[config.mk]
export PLATFORM = sky130hd
export DESIGN_NAME = gpio_input_conditioner
export DESIGN_NICKNAME = d
export VERILOG_FILES = /design/src/rtl/gpio_input_conditioner.sv
export SDC_FILE = /design/constraint.sdc
export NUM_CORES = 1
export LEC_CHECK = 0
export BUFFER_PORTS_ARGS = -buffer_cell sky130_fd_sc_hd__buf_2
export CAP_MARGIN = 25
export CORE_MARGIN = 3
export CORE_UTILIZATION = 50
export DETAILED_ROUTE_END_ITERATION = 6
export PLACE_DENSITY = 0.85
export SLEW_MARGIN = 20
export SYNTH_ARGS = -nofsm -noshare
export SYNTH_HDL_FRONTEND = slang
export SYNTH_SLANG_ARGS = --single-unit
[constraint.sdc]
create_clock -name clock -period 1.65 [get_ports clock]
set_input_delay 0.33 -clock clock [delete_from_list [all_inputs] [get_ports clock]]
set_output_delay 0.33 -clock clock [all_outputs]
set_load 0.05 [all_outputs]
[src/rtl/gpio_input_conditioner.sv]
// GPIO input front end: per-bit synchroniser, debouncer, edge detector and sticky
// edge-event latches that are ORed into a single interrupt line.
module gpio_input_conditioner #(
   parameter int WIDTH           = 32,
   parameter int SYNC_STAGES     = 2,
   parameter int DEBOUNCE_CYCLES = 16
) (
   input  logic             clock,
   input  logic             reset_n,
   input  logic [WIDTH-1:0] pad_input,
   input  logic [WIDTH-1:0] debounce_enable,
   input  logic [WIDTH-1:0] rise_enable,
   input  logic [WIDTH-1:0] fall_enable,
   input  logic [WIDTH-1:0] irq_enable,
   input  logic [WIDTH-1:0] event_clear,
   output logic [WIDTH-1:0] gpio_input_conditioned,
   output logic [WIDTH-1:0] rise_pulse,
   output logic [WIDTH-1:0] fall_pulse,
   output logic [WIDTH-1:0] event_pending,
   output logic             irq
);

   localparam int              CNT_W    = $clog2(DEBOUNCE_CYCLES + 1);
   localparam logic [CNT_W-1:0] CNT_LAST = CNT_W'(DEBOUNCE_CYCLES - 1);

   logic [SYNC_STAGES-1:0] sync_r [WIDTH];
   logic [CNT_W-1:0]       cnt_r [WIDTH];
   logic [CNT_W-1:0]       cnt_nxt_s [WIDTH];
   logic [WIDTH-1:0]       synced_s;
   logic [WIDTH-1:0]       stable_r;
   logic [WIDTH-1:0]       stable_nxt_s;
   logic [WIDTH-1:0]       stable_q_r;
   logic [WIDTH-1:0]       pending_r;
   logic [WIDTH-1:0]       pending_nxt_s;
   logic [WIDTH-1:0]       set_s;

   // Tap the last synchroniser stage of each bit
   always_comb begin
      synced_s = {WIDTH{1'b0}};
      for (int i = 0; i < WIDTH; i++) begin
         synced_s[i] = sync_r[i][SYNC_STAGES-1];
      end
   end

   // Debounce next state: a mismatch must survive DEBOUNCE_CYCLES edges to be accepted
   always_comb begin
      stable_nxt_s = stable_r;
      for (int i = 0; i < WIDTH; i++) begin
         cnt_nxt_s[i] = {CNT_W{1'b0}};
         if (debounce_enable[i] == 1'b0) begin
            stable_nxt_s[i] = synced_s[i];
         end else if (synced_s[i] == stable_r[i]) begin
            cnt_nxt_s[i] = {CNT_W{1'b0}};
         end else if (cnt_r[i] == CNT_LAST) begin
            stable_nxt_s[i] = synced_s[i];
         end else begin
            cnt_nxt_s[i] = cnt_r[i] + CNT_W'(1);
         end
      end
   end

   // Pending next state: a new edge event wins over a simultaneous clear
   always_comb begin
      set_s         = (rise_pulse & rise_enable) | (fall_pulse & fall_enable);
      pending_nxt_s = set_s | (pending_r & ~event_clear);
   end

   // State registers with synchronous active-low reset
   always_ff @(posedge clock) begin
      if (reset_n == 1'b0) begin
         for (int i = 0; i < WIDTH; i++) begin
            sync_r[i] <= {SYNC_STAGES{1'b0}};
            cnt_r[i]  <= {CNT_W{1'b0}};
         end
         stable_r   <= {WIDTH{1'b0}};
         stable_q_r <= {WIDTH{1'b0}};
         pending_r  <= {WIDTH{1'b0}};
      end else begin
         for (int i = 0; i < WIDTH; i++) begin
            sync_r[i] <= {sync_r[i][SYNC_STAGES-2:0], pad_input[i]};
            cnt_r[i]  <= cnt_nxt_s[i];
         end
         stable_r   <= stable_nxt_s;
         stable_q_r <= stable_r;
         pending_r  <= pending_nxt_s;
      end
   end

   // Outputs derive from registered state only; irq reacts to irq_enable in the same cycle
   always_comb begin
      gpio_input_conditioned = stable_r;
      rise_pulse             = stable_r & ~stable_q_r;
      fall_pulse             = ~stable_r & stable_q_r;
      event_pending          = pending_r;
      irq                    = |(pending_r & irq_enable);
   end

endmodule

==> flow_summary.ini, run 1 <==
[run_status]
status = finished, violations left
violations = DRC, setup timing

[synth]
ys_types = 18
yosys.area.top_type = dfxtp_1
synth-seq-cells = 320
synth_top_area_share_pct = 53.3
synth_nets = 1452
synth_area_sq_mm = 0.0120
synth_area_leaders = dfxtp_1, nor2b_1, ha_1
syn_avg_cell_area_sq_um = 10.1
yosys_warnings = 0
ys_seq_area_share_pct = 53.3
synth_cells = 1194

[route]
post-route-drc-count = 1
wl_met3_um = 2000
drt-met1-wl_um = 12000
routed.top_layer = met5
dr.pass1.iters = 7
vias = 9450
wire_per_inst_um = 15.9
met2_wirelength_um = 15500
via_per_inst = 4.93
drtAntennaViolNets = 0
drt_iter0_drc = 487
routed_wl_um = 30400

[min_path]
hold_path_depth = 2
min_to = sync_r[1][26]
hold_path.startpoint = pad_input[29]
hp-class = in -> reg

[setup_path]
cp_data_required_time_ns = 1.32
worstReg2RegEnd = gpio_input_conditioned[31]
end_kind = output pin
r2r_start = cnt_r[1][75]
worstPathMaxFanout = 2
critPathMaxStageDelay_ns = 0.52
cp_cell_sequence = a22oi_2 -> nand4_1 -> or4_4 -> buf_8
r2r_cells = 6
rrSetupSlack_ns = 0.05
arrival_ns = 1.93
critPathKind = reg -> out
startpoint_type = flip-flop
crit_slowest_cell = or4_4

[placement]
hpwl_um = 22300
gp_congestion = 0.820
numPortBuffers = 322
place_area_sq_mm = 0.0146

[floorplan]
dieArea_sq_mm = 0.0259
rows = 56
start_util_pct = 51.1
ioPinCount = 323
fp.dieW_um = 161
core_sq_mm = 0.0235
fp.dieH_um = 161

[grt]
grt_overflow = 0
antenna_found_initial = 4
track_usage_pct = 22.5
grt_pass1_vias = 9609
grt_pass1_wl_um = 47300
grt_max_degree = 93

[timing]
finalSetupViolCount = 1
hold_viol_final = 0
period_share_pct = 137
maxSlewHeadroom_pct = 59.3
tns_ns = -0.613
min_period_ns = 2.26
setup_slack_ns = -0.613
timing.fmax_ghz = 0.442
tightestPinTransition_ns = 0.611
rsz0062_at_grt = true
skew_ns = 0.00886
slew_viol_final = 0

[clock_network]
clk_latency_ns = 0.49
cts_root_buf = clkbuf_16
numCtsBuffers = 34
cts-hold-fix-buffers = 0
cts_max_level = 2
cts_sinks = 320
cts_tree = yes
clk_pin_slew_ns = 0.06
cts.path.max_buffers = 3

[pwr]
irDropWorstVdd_v = 0.00101
p_leak_uw = 0.00748
total_power_uw = 17000
p_per_area_mw_per_mm2 = 1040

[layout]
finalInstanceArea_sq_mm = 0.0163
drive_gt1_share_pct = 35.4
syn_to_final_growth_pct = 35.9
layout.nets = 1831

[run]
drv_cap = 0
-- worst max-delay path, delay by kind of cell, from the launching register on --
| family | cells | cell delay (ns) |
|---|---|---|
| AOI/OAI and AO/OA | 1 | 0.23 |
| buffers and inverters | 1 | 0.17 |
| DFF | 1 | 0.33 |
| and+or+nand+nor | 2 | 0.71 |
-- kinds of logic (layout without fill, tap and decap cells) --
logic type,Yosys count,in the layout,synth area share [%]
AO/OA/AOI/OAI,48,48,3.75
XOR/XNOR,96,96,7.00
adder cells (fa/ha/maj),64,64,6.66
buffers and inverters,117,520,3.71
flip-flops,320,320,53.3
multiplexers,32,32,2.67
other,0,1,0
AND/OR/NAND/NOR,517,517,22.9
-- stage by stage --
stage	utilization [%]	worst slack, ns	hold WS, ns	instances
global route	69.4	-0.698	0.0295	1916
detailed placement	62.2	-0.373	0.421	1856
global placement	62.2	-0.352	0.413	1856
finish	69.4	-0.613	0.0466	1917
floorplan	-	-0.0473	0.412	1194
CTS	68.3	-0.671	0.0257	1916
-- final cells by class --
cell class	instances	area, sq um
well taps	319	399
repair buffers	364	2260
clock buffers	47	1030
multi-input cells	757	5620
flip-flops and latches	320	6490
clock inverters	13	169
inverters	96	360
diodes	1	2.50
fillers	1687	7210
-- power by group --
part / switching (uW) / internal (uW) / leakage (uW) / total, uW
Clock: 2950 / 5010 / 0.000602 / 7950
Sequential: 104 / 7860 / 0.00262 / 7970
Combinational: 621 / 502 / 0.00426 / 1120
Total: 3670 / 13400 / 0.00748 / 17000
-- sequential cells by signal (all words and copies together), names as in the netlist --
register,count
cnt_r,160
event_pending,32
gpio_input_conditioned,32
stable_q_r,32
sync_r,64
-- timing repair --
action	CTS	global route
gates resized for setup	98	74
pin swaps	1	1
endpoints found under the setup margin	62	71
buffers inserted	0	0
-- Yosys cell counts --
cell type	count
and3_1	32
nand3_1	64
inv_1	96
xor2_1	64
a22oi_1	14
a222oi_1	32
and2_1	96
nor2b_1	160
xnor2_1	32
nand4_1	4
ha_1	64
or4_1	1
a22oi_2	2
nor2_1	160
mux2i_1	32
buf_2	5
dfxtp_1	320
clkbuf_1	16
-- routing by layer --
metal / vias to the layer above / GRT usage [%]
li1: 4651 / -
met1: 4426 / 25.6
met2: 285 / 40.9
met3: 80 / 5.80
met4: 8 / 7.51
met5: - / 0
-- cell usage in the layout (no fill, tap or decap), types with 37 or more instances in the layout --
cell type  netlist  routed
and2_1          96      96
buf_2            5     253
buf_4            0      72
clkbuf_16        0      37
dfxtp_1        320     265
dfxtp_2          0      49
ha_1            64      63
inv_1           96      96
nand3_1         64      52
nor2_1         160     160
nor2b_1        160      92
nor2b_4          0      38
xor2_1          64      64
-- how the worst max path moves through the flow --
| stage | from | endpoint | slack, ns | depth (start not counted) |
|---|---|---|---|---|
| 6_report | event_pending[9] | irq | -0.61 | 4 |
| 4_1_cts | event_pending[14] | irq | -0.67 | 5 |
| 3_5_place_dp | irq_enable[9] | irq | -0.37 | 5 |
| 2_1_floorplan | gpio_input_conditioned[0] | event_pending[0] | -0.05 | 3 |
| 5_1_grt | event_pending[6] | irq | -0.70 | 4 |
| 3_3_place_gp | irq_enable[9] | irq | -0.35 | 5 |
Note: power is estimated with default switching activity, not from simulation.
==> run 2: changes to the inputs <==
- CORE_UTILIZATION: 50 -> 47
- PLACE_DENSITY: 0.85 -> 0.83
- clock period: 1.65 -> 1.85 ns (I/O delays scaled with it)
==> run 2 against run 1 <==
  * Clock-buffer cell count is the same
  * Design area shrank 4.9%
  * Worst hold slack gained 0.037 ns
  * Non-clock buffer count shrank 4
  * The run ends with setup timing left
  * Clock skew shrank 0.00072 ns
  * First-iteration DRC count shrank 8.0%
  * Largest cell class unchanged
  * Critical path depth grew 1
  * Power shrank 14%
  * Utilization shrank 6.6 points
==> flow_summary.ini, run 2 (synthesis gave the netlist of run 1 again) <==
[setup_path]
end_kind = output pin
startpoint = event_pending[12]
critPathBufInv = 2
arrival_ns = 2.05
startpoint_type = flip-flop
crit_slowest_cell = or4_4
critPathKind = reg -> out
crit_family = simple AND/OR/NAND/NOR gates
critPathMaxStageDelay_ns = 0.58
cp_data_required_time_ns = 1.48
rrSetupSlack_ns = 0.27
r2r_start = cnt_r[0][20]
cp_cell_sequence = a22oi_2 -> buf_6 -> nand4_1 -> or4_4 -> buf_8
worstPathMaxFanout = 2

[placement]
gp_congestion = 0.933
post-place-cells = 1857
hpwl_um = 22200
numPortBuffers = 322

[clock_network]
clk_pin_slew_ns = 0.06
cts_max_level = 2
clk_latency_ns = 0.49
cts_sinks = 320
cts_tree = yes
numCtsBuffers = 35
cts-hold-fix-buffers = 0
cts_root_buf = clkbuf_16
cts.path.max_buffers = 3

[timing]
finalSetupViolCount = 2
min_period_ns = 2.42
timing.fmax_ghz = 0.414
tightestPinTransition_ns = 0.626
maxSlewHeadroom_pct = 58.3
setup_slack_ns = -0.567
slew_viol_final = 0
rsz0062_at_grt = true
hold_viol_final = 0
skew_ns = 0.00814
period_share_pct = 131

[route]
via_per_inst = 4.83
dr.pass1.iters = 6
wire_per_inst_um = 14.8
post-route-drc-count = 0
drt_iter0_drc = 448
drtAntennaViolNets = 0
routed_wl_um = 28400
vias = 9267

[floorplan]
dieArea_sq_mm = 0.0275
fp.dieH_um = 166
ioPinCount = 323
fp.dieW_um = 166
core_sq_mm = 0.0247
start_util_pct = 48.6
rows = 57

[layout]
fin_cells = 1920
top_register = cnt_r
largest_reg_flops = 160
drive_gt1_share_pct = 28.6
final_util_pct = 62.8
syn_to_final_growth_pct = 29.2
layout.nets = 1828
largest_registers = cnt_r (160), sync_r (64)
layout_common_cells = dfxtp_1, buf_2, nor2_1, nor2b_1
final_common_cell = dfxtp_1

[pwr]
p_per_area_mw_per_mm2 = 940
irDropWorstVdd_v = 0.000700
p_leak_uw = 0.00732

[min_path]
hp-class = in -> reg
hold_path.startpoint = pad_input[17]

[grt]
grt_overflow = 0
grt_max_degree = 88
antenna_found_initial = 3
grt_pass1_vias = 9187
grt_pass1_wl_um = 45200
track_usage_pct = 19.9

[run]
drv_cap = 0

[run_status]
violations = setup timing
status = finished, violations left
[run 2: routing by layer]
layer | GRT usage (%) | vias up | wire [um]
met5 | 0 | - | 16
li1 | - | 4655 | -
met2 | 34.6 | 257 | 14000
met1 | 24.3 | 4293 | 11900
met3 | 4.55 | 60 | 1630
met4 | 6.91 | 2 | 915
[run 2: repair_timing]
action,in CTS,in global routing
endpoints found under the setup margin,8,11
resized for setup,9,18
cloned,0,0
pin swaps,0,1
buffers inserted,0,0
[run 2: final cells by class]
type                    instances  area [sq um]
multi-input cells             757          5270
repair buffers                360          1970
flip-flops and latches        320          6410
clock inverters                14           111
well taps                     324           405
diodes                          2          5.00
inverters                      96           360
clock buffers                  47           993
fillers                      1982          9220
[run 2: per-stage QoR]
step | worst slack (ns) | hold slack (ns) | TNS [ns] | instance area (sq um) | total power [uW]
6_report | -0.567 | 0.0836 | -0.578 | 15500 | 14600
5_1_grt | -0.601 | 0.0693 | -0.602 | 15500 | 15200
4_1_cts | -0.615 | 0.0659 | -0.615 | 15500 | 14700
3_5_place_dp | -0.315 | 0.419 | -0.315 | 14300 | 8170
3_3_place_gp | -0.303 | 0.414 | -0.303 | 14300 | 8150
2_1_floorplan | 0.0425 | 0.412 | 0 | 12100 | 7770
[run 2: final timing paths]
kind,end,cells after the start
hold reg to reg,sync_r[1][23],1
setup reg to reg,cnt_r[0][21],6
setup / recovery,irq,5
hold / removal,sync_r[1][2],2
[run 2: where the power goes]
| group | internal [uW] | leakage [uW] | switching [uW] | total, uW |
|---|---|---|---|---|
| Combinational | 405 | 0.00418 | 531 | 936 |
| Clock | 3920 | 0.000538 | 2640 | 6560 |
| Sequential | 7020 | 0.00260 | 82.0 | 7100 |
| Total | 11300 | 0.00732 | 3250 | 14600 |
